[config.mk]
export PLATFORM = sky130hd
export DESIGN_NAME = pwm_capture
export DESIGN_NICKNAME = d
export VERILOG_FILES = /design/src/rtl/pwm_pkg.sv /design/src/rtl/pwm_edge_sync.sv /design/src/rtl/pwm_capture.sv
export SDC_FILE = /design/constraint.sdc
export NUM_CORES = 1
export LEC_CHECK = 0
export CELL_PAD_IN_SITES_DETAIL_PLACEMENT = 1
export CELL_PAD_IN_SITES_GLOBAL_PLACEMENT = 1
export CORE_MARGIN = 4
export CORE_UTILIZATION = 44
export DETAILED_ROUTE_END_ITERATION = 7
export GPL_ROUTABILITY_DRIVEN = 0
export PLACE_DENSITY_LB_ADDON = 0.15
export SLEW_MARGIN = 15
export SYNTH_ARGS = -nofsm -noshare
export SYNTH_HDL_FRONTEND = slang
export SYNTH_SLANG_ARGS = --single-unit
export TNS_END_PERCENT = 50
[constraint.sdc]
create_clock -name clock -period 3.9 [get_ports clock]
set_input_delay 0.78 -clock clock [delete_from_list [all_inputs] [get_ports clock]]
set_output_delay 0.78 -clock clock [all_outputs]
set_load 0.01 [all_outputs]
[src/rtl/pwm_pkg.sv]
// Shared definitions for the PWM generator and capture stages.
// State encoding and default counter sizing live here so both stages agree.
package pwm_pkg;

    typedef enum logic [1:0] {
        IDLE = 2'd0,
        ARM  = 2'd1,
        HIGH = 2'd2,
        LOW  = 2'd3
    } pwm_state_t;

    localparam int PWM_CNT_W   = 16;
    localparam int PWM_TIMEOUT = 65535;

endpackage

[src/rtl/pwm_edge_sync.sv]
// Synchroniser, optional run-length glitch filter and registered rise/fall detect.
// The filter is compiled in only when PWM_CAPTURE_GLITCH_FILT_EN is defined.
module pwm_edge_sync #(
    parameter int SYNC_STAGES = 2,
    parameter int FILT_LEN    = 3
) (
    input  logic clock,
    input  logic reset,
    input  logic pwm_in,
    output logic level,
    output logic rise,
    output logic fall
);

    logic [SYNC_STAGES-1:0] sync_q;
    logic                   pwm_s;
    logic                   src;
    logic                   prev_q;
    logic                   rise_q;
    logic                   fall_q;

    always_ff @(posedge clock or posedge reset) begin
        if (reset) begin
            sync_q <= '0;
        end else begin
            sync_q <= {sync_q[SYNC_STAGES-2:0], pwm_in};
        end
    end

    assign pwm_s = sync_q[SYNC_STAGES-1];

`ifdef PWM_CAPTURE_GLITCH_FILT_EN
    localparam int RUN_W = $clog2(FILT_LEN + 1);

    logic [RUN_W-1:0] run_q;
    logic             filt_q;

    // The filtered level flips only after FILT_LEN consecutive samples disagree with it
    always_ff @(posedge clock or posedge reset) begin
        if (reset) begin
            run_q  <= '0;
            filt_q <= 1'b0;
        end else if (pwm_s == filt_q) begin
            run_q <= '0;
        end else if (run_q == RUN_W'(FILT_LEN - 1)) begin
            run_q  <= '0;
            filt_q <= pwm_s;
        end else begin
            run_q <= run_q + RUN_W'(1);
        end
    end

    assign src = filt_q;
`else
    assign src = pwm_s;

    // FILT_LEN only shapes the filter; referenced here so the unfiltered build uses it too
    if (FILT_LEN < 2) begin : g_filt_len_unused
    end
`endif

    always_ff @(posedge clock or posedge reset) begin
        if (reset) begin
            prev_q <= 1'b0;
            rise_q <= 1'b0;
            fall_q <= 1'b0;
        end else begin
            prev_q <= src;
            rise_q <= src & ~prev_q;
            fall_q <= ~src & prev_q;
        end
    end

    assign level = prev_q;
    assign rise  = rise_q;
    assign fall  = fall_q;

endmodule

[src/rtl/pwm_capture.sv]
// Measures period and high time of an asynchronous PWM line, with a dead-line timeout.
// Define PWM_CAPTURE_GLITCH_FILT_EN to insert the run-length glitch filter before edge detect.
module pwm_capture
    import pwm_pkg::*;
#(
    parameter int CNT_W       = PWM_CNT_W,
    parameter int TIMEOUT     = PWM_TIMEOUT,
    parameter int SYNC_STAGES = 2,
    parameter int FILT_LEN    = 3
) (
    input  logic             clock,
    input  logic             reset,
    input  logic             enable,
    input  logic             pwm_in,
    output logic [CNT_W-1:0] period_count,
    output logic [CNT_W-1:0] high_count,
    output logic             meas_valid,
    output logic             timeout,
    output logic             stuck_level
);

    localparam logic [CNT_W-1:0] CNT_MAX     = '1;
    localparam logic [CNT_W-1:0] TIMEOUT_CNT = CNT_W'(TIMEOUT);

    logic             level;
    logic             rise;
    logic             fall;
    pwm_state_t       state;
    logic [CNT_W-1:0] cyc_cnt;
    logic [CNT_W-1:0] hi_cnt;
    logic [CNT_W-1:0] hi_hold;

    function automatic logic [CNT_W-1:0] sat_inc(input logic [CNT_W-1:0] v);
        return (v == CNT_MAX) ? v : v + CNT_W'(1);
    endfunction

    pwm_edge_sync #(
        .SYNC_STAGES (SYNC_STAGES),
        .FILT_LEN    (FILT_LEN)
    ) u_edge (
        .clock  (clock),
        .reset  (reset),
        .pwm_in (pwm_in),
        .level  (level),
        .rise   (rise),
        .fall   (fall)
    );

    // A result is only published on a rise seen from LOW, so the period that
    // started in ARM is the first one ever reported.  A rise always beats a
    // timeout landing on the same cycle.
    always_ff @(posedge clock or posedge reset) begin
        if (reset) begin
            state        <= IDLE;
            cyc_cnt      <= '0;
            hi_cnt       <= '0;
            hi_hold      <= '0;
            period_count <= '0;
            high_count   <= '0;
            meas_valid   <= 1'b0;
            timeout      <= 1'b0;
            stuck_level  <= 1'b0;
        end else begin
            meas_valid <= 1'b0;
            if (!enable) begin
                state   <= IDLE;
                cyc_cnt <= '0;
                hi_cnt  <= '0;
                hi_hold <= '0;
                timeout <= 1'b0;
            end else begin
                case (state)
                    IDLE: state <= ARM;
                    ARM, HIGH, LOW: begin
                        if (rise) begin
                            state   <= HIGH;
                            cyc_cnt <= CNT_W'(1);
                            hi_cnt  <= CNT_W'(1);
                            if (state == LOW) begin
                                period_count <= cyc_cnt;
                                high_count   <= hi_hold;
                                meas_valid   <= 1'b1;
                                timeout      <= 1'b0;
                            end
                        end else if (cyc_cnt == TIMEOUT_CNT) begin
                            state       <= ARM;
                            cyc_cnt     <= '0;
                            hi_cnt      <= '0;
                            timeout     <= 1'b1;
                            stuck_level <= level;
                        end else begin
                            cyc_cnt <= sat_inc(cyc_cnt);
                            if (state == HIGH) begin
                                if (fall) begin
                                    hi_hold <= hi_cnt;
                                    state   <= LOW;
                                end else begin
                                    hi_cnt <= sat_inc(hi_cnt);
                                end
                            end
                        end
                    end
                    default: state <= IDLE;
                endcase
            end
        end
    end

endmodule
; ---- After elaboration in Yosys (flattened, before gate mapping)
; Index checks and enable logic that the tools add are counted.
[word_totals]
ff_bits = 90
latch_bits = 0
ram_bits = 0
mem_bits_ro = 0
input_bits = 4
out_inout_bits = 35
elab_cells = 77
memories = 0
[op_classes]
addsub = 2
n_mul = 0
div_mod_pow = 0
order_cmp = 0
eq_ne = 17
shifts = 0
n_mux = 32
bitwise_logic = 5
reduce_logical = 8
[op_table]
columns = op, n
row1 = two-way mux 16 bit, 17
row2 = "adder 16 x 1 -> 16 bit, second input constant", 2
row3 = "equality test 16 bit, second input constant", 2
row4 = AND reduction 4 bit, 3
row5 = two-way mux 2 bit, 5
row6 = two-way mux 1 bit, 9
row7 = "inequality test 4 x 3 -> 1 bit, second input constant", 2
row8 = "inequality test 2 x 1 -> 1 bit, second input constant", 3
row9 = "inequality test 5 x 3 -> 1 bit, second input constant", 1
row10 = "inequality test 5 x 4 -> 1 bit, second input constant", 1
row11 = AND reduction 5 bit, 1
row12 = "equality test 2 bit, second input constant", 2
row13 = "inequality test 2 bit, second input constant", 2
row14 = "inequality test 4 x 1 -> 1 bit, second input constant", 1
row15 = one-hot mux 2 bit (2 select lines), 1
row16 = "inequality test 3 x 1 -> 1 bit, second input constant", 1
row17 = "inequality test 3 bit, second input constant", 1
row18 = NOT 1 bit, 3
row19 = AND reduction 3 bit, 1
row20 = OR reduction 3 bit, 1
row21 = bitwise AND 1 bit, 2
row22 = "equality test 2 x 1 -> 1 bit, second input constant", 1
row23 = zero test 2 bit, 1
row24 = AND reduction 2 bit, 1

; ---- Longest topological paths before layout
; Gate-level depths: netlist (run 1).
[logic_depth]
depth_word = 8
depth_mapped = 8
depth_no_buf = 6

; ---- Cells and area by module
; From an unflattened synthesis (run 1), not the netlist that was laid out.
[hier_totals]
cells_unflattened = 424
area_unflattened_um2 = 4067.7
[by_module_without_submodules]
columns = module, instances, cells_per_inst, area_each_um2, seq_area_each_um2
row1 = pwm_capture, 1, 416, 3923.8, 2127.0
row2 = pwm_edge_sync, 1, 8, 143.9, 125.1

; ---- Worst setup path before layout (run 1)
; Ideal clock, no wire load.
[synth_path]
kind = input to register
start = input enable
end = register cyc_cnt[12]
setup_time_ns = 0.132
arrival_ns = 1.945
t_required_ns = 3.768
setup_slack_ns = 1.823
cell_stages = 6
path_buffers = 1
cell_sequence = clkbuf_1 nor3b_1 or3_1 nor2_1 xnor2_1 a21oi_1
[synth_between]
elab_chain_cells = 1
elab_cells_between_ends = 2
cone_classes = eq/ne (1) / mux (1)
[synth_lines]
columns = item, line
row1 = start: declaration, pwm_capture.sv:13  ; input logic enable,
row2 = inequality test 2 x 1 -> 1 bit (no source line) / two-way mux 16 bit (equally long branches), --
row3 = end signal: assignment, pwm_capture.sv:92  ; cyc_cnt <= sat_inc(cyc_cnt);
row4 = end: declaration, pwm_capture.sv:29  ; logic [CNT_W-1:0] cyc_cnt;
; Parallel ways exist; a longest one is shown, timed or not.
; A chain may end at the register's enable or synchronous reset.

; ---- Final worst setup path (run 1)
[layout_path]
start = register cyc_cnt[0]
end = register cyc_cnt[3]
[layout_between]
elab_chain_cells = 5
elab_cells_between_ends = 6
cone_classes = add/sub (1) / eq/ne (1) / mux (4)
[layout_lines]
columns = item, line
row1 = adder 16 x 1 -> 16 bit / equality test 16 bit (equally long branches), "pwm_capture.sv:34, pwm_capture.sv:85"
row2 = two-way mux 16 bit *, pwm_capture.sv:85  ; end else if (cyc_cnt == TIMEOUT_CNT) begin
row3 = two-way mux 16 bit *, pwm_capture.sv:75  ; if (rise) begin
row4 = two-way mux 16 bit *, pwm_capture.sv:72  ; case (state)
row5 = two-way mux 16 bit *, pwm_capture.sv:65  ; if (!enable) begin
; Every way passes the cells marked *; elsewhere a longest branch is shown, timed or not. The select of a mux whose other input is x is not followed.

==> qor.yml, run 1 <==
status:
  status: "complete, no violations"
routing:
  remaining_drc_errors: 0
  wirelength_routed_um: 9340
  vias_after_detailed_routing: 3087
  drt_first_pass_iters: 4
  initialDrtViolationCount: 180
  routed_wire_length_per_instance_um: 17.0
  post_drt_via_cell_ratio: 5.61
  residual_antenna_violating_net_count_after_detailed_routing: 0
timing:
  hold_violations: 0
  clock_skew_ns: 0.0160
  rsz0062_at_grt: "no"
  max_clock_freq_mhz: 388
  relSlewSlack_pct: 31.8
  slew_violations: 0
  fin_worst_hold_slack_ns: 0.365
  setup_total_negative_slack_ns: 0
  setup_viol: 0
  finalWorstPathRequiredPeriod_ns: 2.58
  worstMarginPinSlew_ns: 1.02
  fin_crit_sh_pct: 66.1
critical_path:
  crit_path_top_delay_cell: "nor2_1"
  critical-path-top-cell-by-count: "nor2_1"
  path_max_fanout: 21
  endpoint_kind: "flip-flop"
  critPathArrivalTime_ns: 2.79
  cp_cell_sequence: "ha_1, nand3_1, nor4_4, nor2_1, buf_4, nor2_1, nor2_1"
  crit_path_start_kind: "flip-flop"
  ws_path_type: "flip-flop to flip-flop"
  crit_required_ns: 4.11
  slowest_delay_ns: 0.61
  r2r_cells: 7
  setup.reg_to_reg.worst_slack_ns: 1.32
pwr:
  power_density_mw_per_mm2: 397
  power.leakage_nw: 2.21
  power.ir.vdd_worst_v: 0.000307
floorplanning:
  core_area_mm2: 0.00872
  chipHeight_um: 103
  die-width_um: 103
  io-pin-count: 39
  floorplan.rows: 34
  die_area_mm2: 0.0105
  floorplan.initialDensity_pct: 45.1
cells_and_area:
  final_nets: 443
  post_route_cells_drive_above_1_share_pct: 6.79
  n_fill_cell: 1002
  stdcell_count: 550
  antennaDiodeCount: 0
  syn2layout_area_growth_pct: 18.2
placed_design:
  port_buffers: 38
  dpl.hpwl_um: 6370
  post-place-cells: 534
yosys:
  synth_enable_flop_cells: 0
  ys_ff_latch: 90
  ys_top_cells_by_count: "nand2_1, dfrtp_1, nor2_1, nand3_1, a22o_1"
  synth_flop_cell: "dfrtp_1"
  yosysWarnings: 0
  synthesis.area_per_instance_um2: 9.78
  synthesis.area_mm2: 0.00393
  async_flop_share_pct: 100
  post_synth_main_area_contributors: "dfrtp_1, nand2_1, a22o_1, nand3_1, nor2_1"
  post_synth_num_cell_types: 45
  synth-seq-area-share_pct: 57.3
  synth_area_leader_cell: "dfrtp_1"
  synth_nets: 408
  syn_inst: 402
  share_of_the_synthesized_area_in_the_top_cell_type_pct: 57.3
  post-synth-top-count-cell: "nand2_1"
clocking:
  cts_buffer_depth: 2
  clock_tree.htree_level_count: 3
  cts-root-buf: "clkbuf_8"
  sink_count: 90
  clk_latency_worst_skew_pair_ns: 0.36
  cts_inserted_buffers: 9
  post-cts-setup-buffers: 0
  cts-resized-gates: 0
  tritoncts: "done"
  clkTransAtPathRegs_ns: 0.09
  cts.hold.buffers_added: 0
global_route:
  grt_antenna_before_repair: 0
  vias_in_the_first_global_route: 3032
  globalRoute.totalOverflow: 0
  grt_first_pass_wirelength_um: 15700
  pin_count_of_the_biggest_net_entering_global_routing: 54
  global_route.usage.total_pct: 19.2
flow_run:
  max_cap_viol_count: 0
hold_path:
  hold-path-cell-count: 0
  hold_class: "flip-flop to flip-flop"
==> state kept, by name, summed over array words and instances (netlist names) <==
register	count
cyc_cnt	16
hi_cnt	16
hi_hold	16
high_count	16
period_count	16
state	2
u_edge.sync_q	2
meas_valid	1
stuck_level	1
timeout	1
u_edge.fall	1
u_edge.level	1
u_edge.rise	1
==> worst max-delay path: cells and delay by family, from the launching register on <==
kind | cells | cell delay, ns
fa+ha+maj | 1 | 0.24
simple gates | 5 | 1.51
flops | 1 | 0.47
buf+inv | 1 | 0.22
==> cells in the final DEF (no fill, tap or decap), types with 2 or more instances in the layout <==
master,Yosys,final
nor4_1,5,5
dfrtp_1,90,90
and3_1,4,4
a21oi_1,7,7
nand4_1,11,11
nor2_1,22,22
ha_1,2,2
a21boi_0,2,2
o21ai_0,11,11
o211ai_1,5,5
nor3_1,4,4
inv_1,6,5
a31oi_1,6,6
xor2_1,9,9
o31a_1,3,3
clkbuf_8,0,9
clkdlybuf4s50_1,0,38
a21o_1,6,6
bufinv_16,0,3
nand3_1,21,21
buf_4,2,3
or4_1,4,4
xnor2_1,3,3
or2_2,2,2
nor2b_1,2,2
clkinv_2,0,2
and4_1,2,2
a22o_1,18,18
nand2_1,121,121
or3_1,3,3
==> per-stage QoR <==
step,power [W],area (um^2),utilization [%],setup WS (ns)
after CTS,0.00186,4650,53.3,1.24
after floorplan,0.00104,3930,-,0.785
after detailed placement,0.00108,4400,50.5,1.00
after global routing,0.00192,4650,53.3,1.06
final,0.00185,4650,53.3,1.32
after global placement,0.00107,4400,50.5,1.12
==> report_power, final <==
group          switching [W]  internal [W]  leakage, nW
sequential         0.0000160      0.000945         1.24
clock               0.000358      0.000433        0.126
combinational      0.0000652     0.0000291        0.842
total               0.000439       0.00141         2.21
==> kinds of logic after synthesis <==
logic type	after synthesis	share of synthesized area, %
AO/OA/AOI/OAI	62	11.3
XOR/XNOR	12	2.67
adder cells (fa/ha/maj)	2	0.636
buffers and inverters	24	2.86
flip-flops	90	57.3
multiplexers	1	0.286
AND/OR/NAND/NOR	211	25.0
==> layout make-up <==
| type | instances | area [um^2] | share of cell area [%] |
|---|---|---|---|
| inverter | 6 | 23.8 | 0.511 |
| clock inverter | 7 | 124 | 2.66 |
| multi-input combinational | 288 | 1570 | 33.7 |
| clock buffer | 9 | 124 | 2.66 |
| tap | 108 | 135 | 2.91 |
| timing repair buffer | 42 | 423 | 9.10 |
| sequential | 90 | 2250 | 48.5 |
==> final timing paths <==
path	to	from
max in group asynchronous	timeout$_DFFE_PP0P_	reset
hold reg to reg	u_edge.sync_q[1]$_DFF_PP0_	u_edge.sync_q[0]$_DFF_PP0_
min in group asynchronous	period_count[4]$_DFFE_PP0P_	reset
setup reg to reg	cyc_cnt[3]$_DFFE_PP0P_	cyc_cnt[0]$_DFFE_PP0P_
hold / removal	u_edge.sync_q[1]$_DFF_PP0_	u_edge.sync_q[0]$_DFF_PP0_
setup / recovery	cyc_cnt[3]$_DFFE_PP0P_	cyc_cnt[0]$_DFFE_PP0P_
==> per-layer routing <==
metal | up-vias | track usage, % | routed length, um
met5 | - | 0 | 0
met1 | 1557 | 28.7 | 4610
li1 | 1465 | - | -
met2 | 57 | 27.7 | 4220
met4 | 0 | 6.86 | 116
met3 | 8 | 3.79 | 392
No activity file was read; power rests on OpenSTA's default activity.
==> run 2: changes to the inputs <==
--- a/config.mk
+++ b/config.mk
@@ -8,7 +8,7 @@
 export CELL_PAD_IN_SITES_DETAIL_PLACEMENT = 1
 export CELL_PAD_IN_SITES_GLOBAL_PLACEMENT = 1
 export CORE_MARGIN = 4
-export CORE_UTILIZATION = 44
+export CORE_UTILIZATION = 40
 export DETAILED_ROUTE_END_ITERATION = 7
 export GPL_ROUTABILITY_DRIVEN = 0
 export PLACE_DENSITY_LB_ADDON = 0.15
==> constraint.sdc (replaced) <==
create_clock -name clock -period 2.1 [get_ports clock]
set_input_delay 0.42 -clock clock [delete_from_list [all_inputs] [get_ports clock]]
set_output_delay 0.42 -clock clock [all_outputs]
set_load 0.01 [all_outputs]
==> qor.yml, run 2 (synthesis results as in run 1) <==
status:
  status: "complete, no violations"  # unchanged
placed_design:
  dpl_cell_area_mm2: 0.00469  # was 0.00440 mm^2
  post-place-cells: 586  # was 534
  port_buffers: 38  # unchanged
  dpl.hpwl_um: 6970  # was 6370 um
global_route:
  globalRoute.totalOverflow: 0  # unchanged
  pin_count_of_the_biggest_net_entering_global_routing: 91  # was 54
  grt_first_pass_wirelength_um: 17200  # was 15700 um
  global_route.usage.total_pct: 18.8  # was 19.2%
  vias_in_the_first_global_route: 3412  # was 3032
  grt_antenna_before_repair: 0  # unchanged
critical_path:
  cp_cell_sequence: "ha_1, nand3_1, nor3_1, a21o_2, nor4_1, o22a_1"  # was ha_1, nand3_1, nor4_4, nor2_1, buf_4, nor2_1, nor2_1
  critical_path.reg2reg.startpoint: "hi_cnt[0]$_DFFE_PP0P_"  # was cyc_cnt[0]$_DFFE_PP0P_
  crit_path_start_kind: "flip-flop"  # unchanged
  r2r_cells: 6  # was 7
  crit-reg2reg-capture: "hi_cnt[9]$_DFFE_PP0P_"  # was cyc_cnt[3]$_DFFE_PP0P_
  crit_path_top_delay_cell: "dfrtp_1"  # was nor2_1
  crit_required_ns: 2.36  # was 4.11 ns
  ws_path_type: "flip-flop to flip-flop"  # unchanged
  path_max_fanout: 10  # was 21
  slowest_delay_ns: 0.48  # was 0.61 ns
  endpoint_kind: "flip-flop"  # unchanged
  critPathArrivalTime_ns: 2.26  # was 2.79 ns
  setup.reg_to_reg.worst_slack_ns: 0.1  # was 1.32 ns
cells_and_area:
  layout_commonest_cell: "nand2_1"  # unchanged
  design_area_final_mm2: 0.00493  # was 0.00465 mm^2
  final_nets: 478  # was 443
  layout.cells.most_common_list: "nand2_1, dfrtp_1, clkdlybuf4s50_1, buf_4, nor2_1"  # was nand2_1, dfrtp_1, clkdlybuf4s50_1, nor2_1, nand3_1
  antennaDiodeCount: 0  # unchanged
  n_fill_cell: 1083  # was 1002
  syn2layout_area_growth_pct: 25.5  # was 18.2%
  final_core_util_pct: 52.4  # was 53.3%
  stdcell_count: 606  # was 550
  post_route_cells_drive_above_1_share_pct: 14.0  # was 6.79%
clocking:
  cts-root-buf: "clkbuf_8"  # unchanged
  cts_inserted_buffers: 9  # unchanged
  clk_latency_worst_skew_pair_ns: 0.36  # about the same
  clkTransAtPathRegs_ns: 0.09  # about the same
  clock_tree.htree_level_count: 3  # unchanged
  tritoncts: "done"  # unchanged
  cts_buffer_depth: 2  # unchanged
  sink_count: 90  # unchanged
routing:
  remaining_drc_errors: 0  # unchanged
  drt_first_pass_iters: 4  # unchanged
  post_drt_via_cell_ratio: 5.27  # was 5.61
  vias_after_detailed_routing: 3195  # was 3087
  routed_wire_length_per_instance_um: 16.3  # was 17.0 um
  wirelength_routed_um: 9900  # was 9340 um
  initialDrtViolationCount: 179  # was 180
  residual_antenna_violating_net_count_after_detailed_routing: 0  # unchanged
flow_run:
  max_cap_viol_count: 0  # unchanged
pwr:
  power_density_mw_per_mm2: 657  # was 397 mW/mm^2
  design_power_total_w: 0.00324  # was 0.00185 W
  power.leakage_nw: 2.37  # was 2.21 nW
  power.ir.vdd_worst_v: 0.000365  # was 0.000307 V
hold_path:
  hold-path-cell-count: 0  # unchanged
  hold_class: "flip-flop to flip-flop"  # unchanged
  hold_crit_endpoint: "u_edge.sync_q[1]$_DFF_PP0_"  # unchanged
  hp-start: "u_edge.sync_q[0]$_DFF_PP0_"  # unchanged
timing:
  hold_violations: 0  # unchanged
  relSlewSlack_pct: 54.5  # was 31.8%
  worstMarginPinSlew_ns: 0.682  # was 1.02 ns
  max_clock_freq_mhz: 500  # was 388 MHz
  fin_crit_sh_pct: 95.3  # was 66.1%
  setup_viol: 0  # unchanged
  finalWorstPathRequiredPeriod_ns: 2.00  # was 2.58 ns
  slew_violations: 0  # unchanged
  clock_skew_ns: 0.0165  # was 0.0160 ns
floorplanning:
  core_area_mm2: 0.00942  # was 0.00872 mm^2
  io-pin-count: 39  # unchanged
  floorplan.rows: 35  # was 34
  floorplan.initialDensity_pct: 41.8  # was 45.1%
  chipHeight_um: 107  # was 103 um
  die_area_mm2: 0.0115  # was 0.0105 mm^2
  die-width_um: 107  # was 103 um
[run 2: cell types whose count changed in the layout (fill, tap and decap cells not counted), sizes merged]
cell / previous run / this run
clkinvlp: 0 / 3
bufinv: 3 / 1
buf: 4 / 39
clkinv: 3 / 1
inv: 7 / 6
clkbuf: 9 / 11
[run 2: worst max-delay path by stage]
stage,depth (start not counted),slack (ns),end,start
after floorplan,7,0.14,hi_hold[7]$_DFFE_PP0P_,cyc_cnt[0]$_DFFE_PP0P_
after global placement,5,0.06,hi_hold[13]$_DFFE_PP0P_,enable
after detailed placement,5,-0.005,hi_hold[3]$_DFFE_PP0P_,enable
after CTS,7,0.01,cyc_cnt[5]$_DFFE_PP0P_,cyc_cnt[6]$_DFFE_PP0P_
after global routing,6,-0.005,stuck_level$_DFFE_PP0P_,cyc_cnt[6]$_DFFE_PP0P_
final,6,0.1,hi_cnt[9]$_DFFE_PP0P_,hi_cnt[0]$_DFFE_PP0P_
[run 2: what timing repair did]
| action | CTS | global route |
|---|---|---|
| hold buffers | 0 | 0 |
| setup buffers | 0 | 4 |
| endpoints found under the setup margin | 11 | 39 |
| gates resized for setup | 0 | 4 |
| pin swaps | 1 | 2 |
[run 2: final cells by class]
cell class | count | area [um^2] | area share, %
Sequential cell | 90 | 2250 | 45.6
Multi-Input combinational cell | 288 | 1580 | 32.0
Clock buffer | 11 | 141 | 2.87
Clock inverter | 5 | 62.6 | 1.27
Tap cell | 129 | 161 | 3.27
Inverter | 6 | 26.3 | 0.532
Timing Repair Buffer | 77 | 711 | 14.4
[run 2: stage by stage]
step	TNS [ns]	worst slack, ns	hold slack (ns)
after global placement	0	0.0580	0.336
after global routing	-0.00823	-0.00457	0.366
after floorplan	0	0.143	0.331
after CTS	0	0.0118	0.361
after detailed placement	-0.0206	-0.00516	0.340
final	0	0.0990	0.359
[run 2: power breakdown]
| part | internal (W) | switching, W |
|---|---|---|
| logic | 0.0000904 | 0.000148 |
| registers | 0.00176 | 0.0000172 |
| clock network | 0.000590 | 0.000639 |
[run 2: worst max-delay path: cells and delay by family, from the launching register on]
| kind | cells | cell delay [ns] |
|---|---|---|
| compound gates | 2 | 0.56 |
| flops | 1 | 0.48 |
| fa+ha+maj | 1 | 0.25 |
| simple gates | 3 | 0.60 |
[run 2: per-layer routing]
metal | global-route usage, % | part of all wire [%] | vias up
met5 | 0 | 0 | -
met2 | 29.2 | 46 | 57
met1 | 26.7 | 49 | 1596
met3 | 3.01 | 3.6 | 16
met4 | 6.39 | 1.7 | 0
li1 | - | - | 1526
==> run 3: changes to the inputs <==
--- a/config.mk
+++ b/config.mk
@@ -11,6 +11,7 @@
 export CORE_UTILIZATION = 40
 export DETAILED_ROUTE_END_ITERATION = 7
 export GPL_ROUTABILITY_DRIVEN = 0
+export MAX_ROUTING_LAYER = met4
 export PLACE_DENSITY_LB_ADDON = 0.15
 export SLEW_MARGIN = 15
 export SYNTH_ARGS = -nofsm -noshare
==> qor.yml, run 3 (synthesis results as in run 1) <==
pwr:
  power_density_mw_per_mm2: 656  # was 657 mW/mm^2
  power.ir.vdd_worst_v: 0.000365  # about the same
  intPower_w: 0.00244  # about the same
  power.leakage_nw: 2.37  # unchanged
  reported_net_switching_power_w: 0.000802  # was 0.000805 W
  power_frac_comb_pct: 7.3  # was 7.4%
  switching_share_pct: 24.8  # about the same
  power.share.sequential_pct: 54.8  # was 54.7%
  clock_power_share_pct: 37.9  # about the same
  design_power_total_w: 0.00324  # about the same
timing:
  slew_violations: 0  # unchanged
  finalWorstPathRequiredPeriod_ns: 2.01  # was 2.00 ns
  fin_crit_sh_pct: 95.9  # was 95.3%
  hold_violations: 0  # unchanged
  worstMarginPinSlew_ns: 0.686  # was 0.682 ns
  clock_skew_ns: 0.0159  # was 0.0165 ns
  setup_ws_ns: 0.0863  # was 0.0990 ns
  relSlewSlack_pct: 54.2  # was 54.5%
  setup_viol: 0  # unchanged
  max_clock_freq_mhz: 497  # was 500 MHz
clocking:
  sink_count: 90  # unchanged
  clock_tree.htree_level_count: 3  # unchanged
  cts_buffer_depth: 2  # unchanged
  clkTransAtPathRegs_ns: 0.09  # about the same
  clk_latency_worst_skew_pair_ns: 0.36  # about the same
  cts_inserted_buffers: 9  # unchanged
  cts-root-buf: "clkbuf_8"  # unchanged
  tritoncts: "done"  # unchanged
  cts.hold.buffers_added: 0  # unchanged
routing:
  post_drt_via_cell_ratio: 5.29  # was 5.27
  residual_antenna_violating_net_count_after_detailed_routing: 0  # unchanged
  vias_after_detailed_routing: 3204  # was 3195
  drt_first_pass_iters: 4  # unchanged
  wirelength_routed_um: 9880  # was 9900 um
  routed_wire_length_per_instance_um: 16.3  # about the same
  initialDrtViolationCount: 153  # was 179
  remaining_drc_errors: 0  # unchanged
placed_design:
  dpl.hpwl_um: 6970  # unchanged
  worst_setup_timing_slack_at_the_placement_stage_ns: -0.00516  # unchanged
  port_buffers: 38  # unchanged
floorplanning:
  chipHeight_um: 107  # unchanged
  die-width_um: 107  # unchanged
  floorplan.rows: 35  # unchanged
  core_area_mm2: 0.00942  # unchanged
  io-pin-count: 39  # unchanged
  die_area_mm2: 0.0115  # unchanged
  floorplan.initialDensity_pct: 41.8  # unchanged
status:
  status: "complete, no violations"  # unchanged
critical_path:
  crit_path_start_kind: "flip-flop"  # unchanged
  ws_path_type: "flip-flop to flip-flop"  # unchanged
  endpoint_kind: "flip-flop"  # unchanged
  critPathArrivalTime_ns: 2.27  # was 2.26 ns
  path_max_fanout: 10  # unchanged
  crit_required_ns: 2.36  # about the same
cells_and_area:
  layout.cells.most_common_list: "nand2_1, dfrtp_1, clkdlybuf4s50_1, buf_4, nor2_1"  # unchanged
  final_nets: 478  # unchanged
  layout_commonest_cell: "nand2_1"  # unchanged
  antennaDiodeCount: 0  # unchanged
  syn2layout_area_growth_pct: 25.5  # unchanged
  post_route_cells_drive_above_1_share_pct: 14.0  # unchanged
global_route:
  grt_first_pass_wirelength_um: 17200  # about the same
  global_route.usage.total_pct: 19.3  # was 18.8%
  vias_in_the_first_global_route: 3409  # was 3412
  globalRoute.totalOverflow: 0  # unchanged
  pin_count_of_the_biggest_net_entering_global_routing: 91  # unchanged
  grt_antenna_before_repair: 0  # unchanged
flow_run:
  max_cap_viol_count: 0  # unchanged
hold_path:
  hold_class: "flip-flop to flip-flop"  # unchanged
run 3: cell counts in the layout (fill, tap and decap cells not counted):
Identical to the previous run, type by type.
run 3: final timing paths:
kind | startpoint | end | slack (ns) | depth (start not counted)
hold / removal | u_edge.sync_q[0]$_DFF_PP0_ | u_edge.sync_q[1]$_DFF_PP0_ | 0.36 | 0
setup reg to reg | hi_cnt[0]$_DFFE_PP0P_ | hi_cnt[9]$_DFFE_PP0P_ | 0.09 | 6
max in group asynchronous | reset | hi_cnt[14]$_DFFE_PP0P_ | 1.19 | 3
hold reg to reg | u_edge.sync_q[0]$_DFF_PP0_ | u_edge.sync_q[1]$_DFF_PP0_ | 0.36 | 0
setup / recovery | hi_cnt[0]$_DFFE_PP0P_ | hi_cnt[9]$_DFFE_PP0P_ | 0.09 | 6
min in group asynchronous | reset | period_count[2]$_DFFE_PP0P_ | 0.52 | 3
run 3: layer usage:
metal  routed length (um)  track usage, %
met3                  407            2.95
met4                  172            6.39
met5                    0               -
met2                 4520            29.2
met1                 4780            26.8
run 3: through the flow:
step / util, % / hold slack [ns] / setup TNS (ns) / instance area (um^2) / instances
after global routing: 52.4 / 0.366 / -0.00823 / 4930 / 606
after floorplan: - / 0.331 / 0 / 3940 / 402
after global placement: 49.8 / 0.336 / 0 / 4690 / 586
final: 52.4 / 0.359 / 0 / 4930 / 606
after CTS: 51.9 / 0.361 / 0 / 4890 / 602
after detailed placement: 49.8 / 0.340 / -0.0206 / 4690 / 586
run 3: cell type report:
class / instances / area (um^2)
well taps: 129 / 161
clock inverters: 5 / 62.6
flip-flops and latches: 90 / 2250
inverters: 6 / 26.3
fillers: 1083 / 4480
clock buffers: 11 / 141
repair buffers: 77 / 711
multi-input cells: 288 / 1580
run 3: worst max-delay path, stage by stage (launching register included):
cell and delay [ns]:
dfrtp_1 0.48, ha_1 0.25, nand3_1 0.13, nor3_1 0.40, a21o_2 0.36, nor4_1 0.09
o22a_1 0.20
run 3: power groups by stage:
stage / logic, W / clock network [W] / registers [W]
finish: 0.000238 / 0.00123 / 0.00177
global route: 0.000267 / 0.00134 / 0.00178
CTS: 0.000239 / 0.00126 / 0.00177
detailed placement: 0.000238 / 0 / 0.00181
global placement: 0.000232 / 0 / 0.00181
floorplan: 0.000122 / 0 / 0.00181
run 3: what timing repair did:
item                       in CTS  in global routing
buffers inserted                0                  4
resized for setup               0                  4
setup endpoints to repair      11                 39
pin swaps                       1                  2
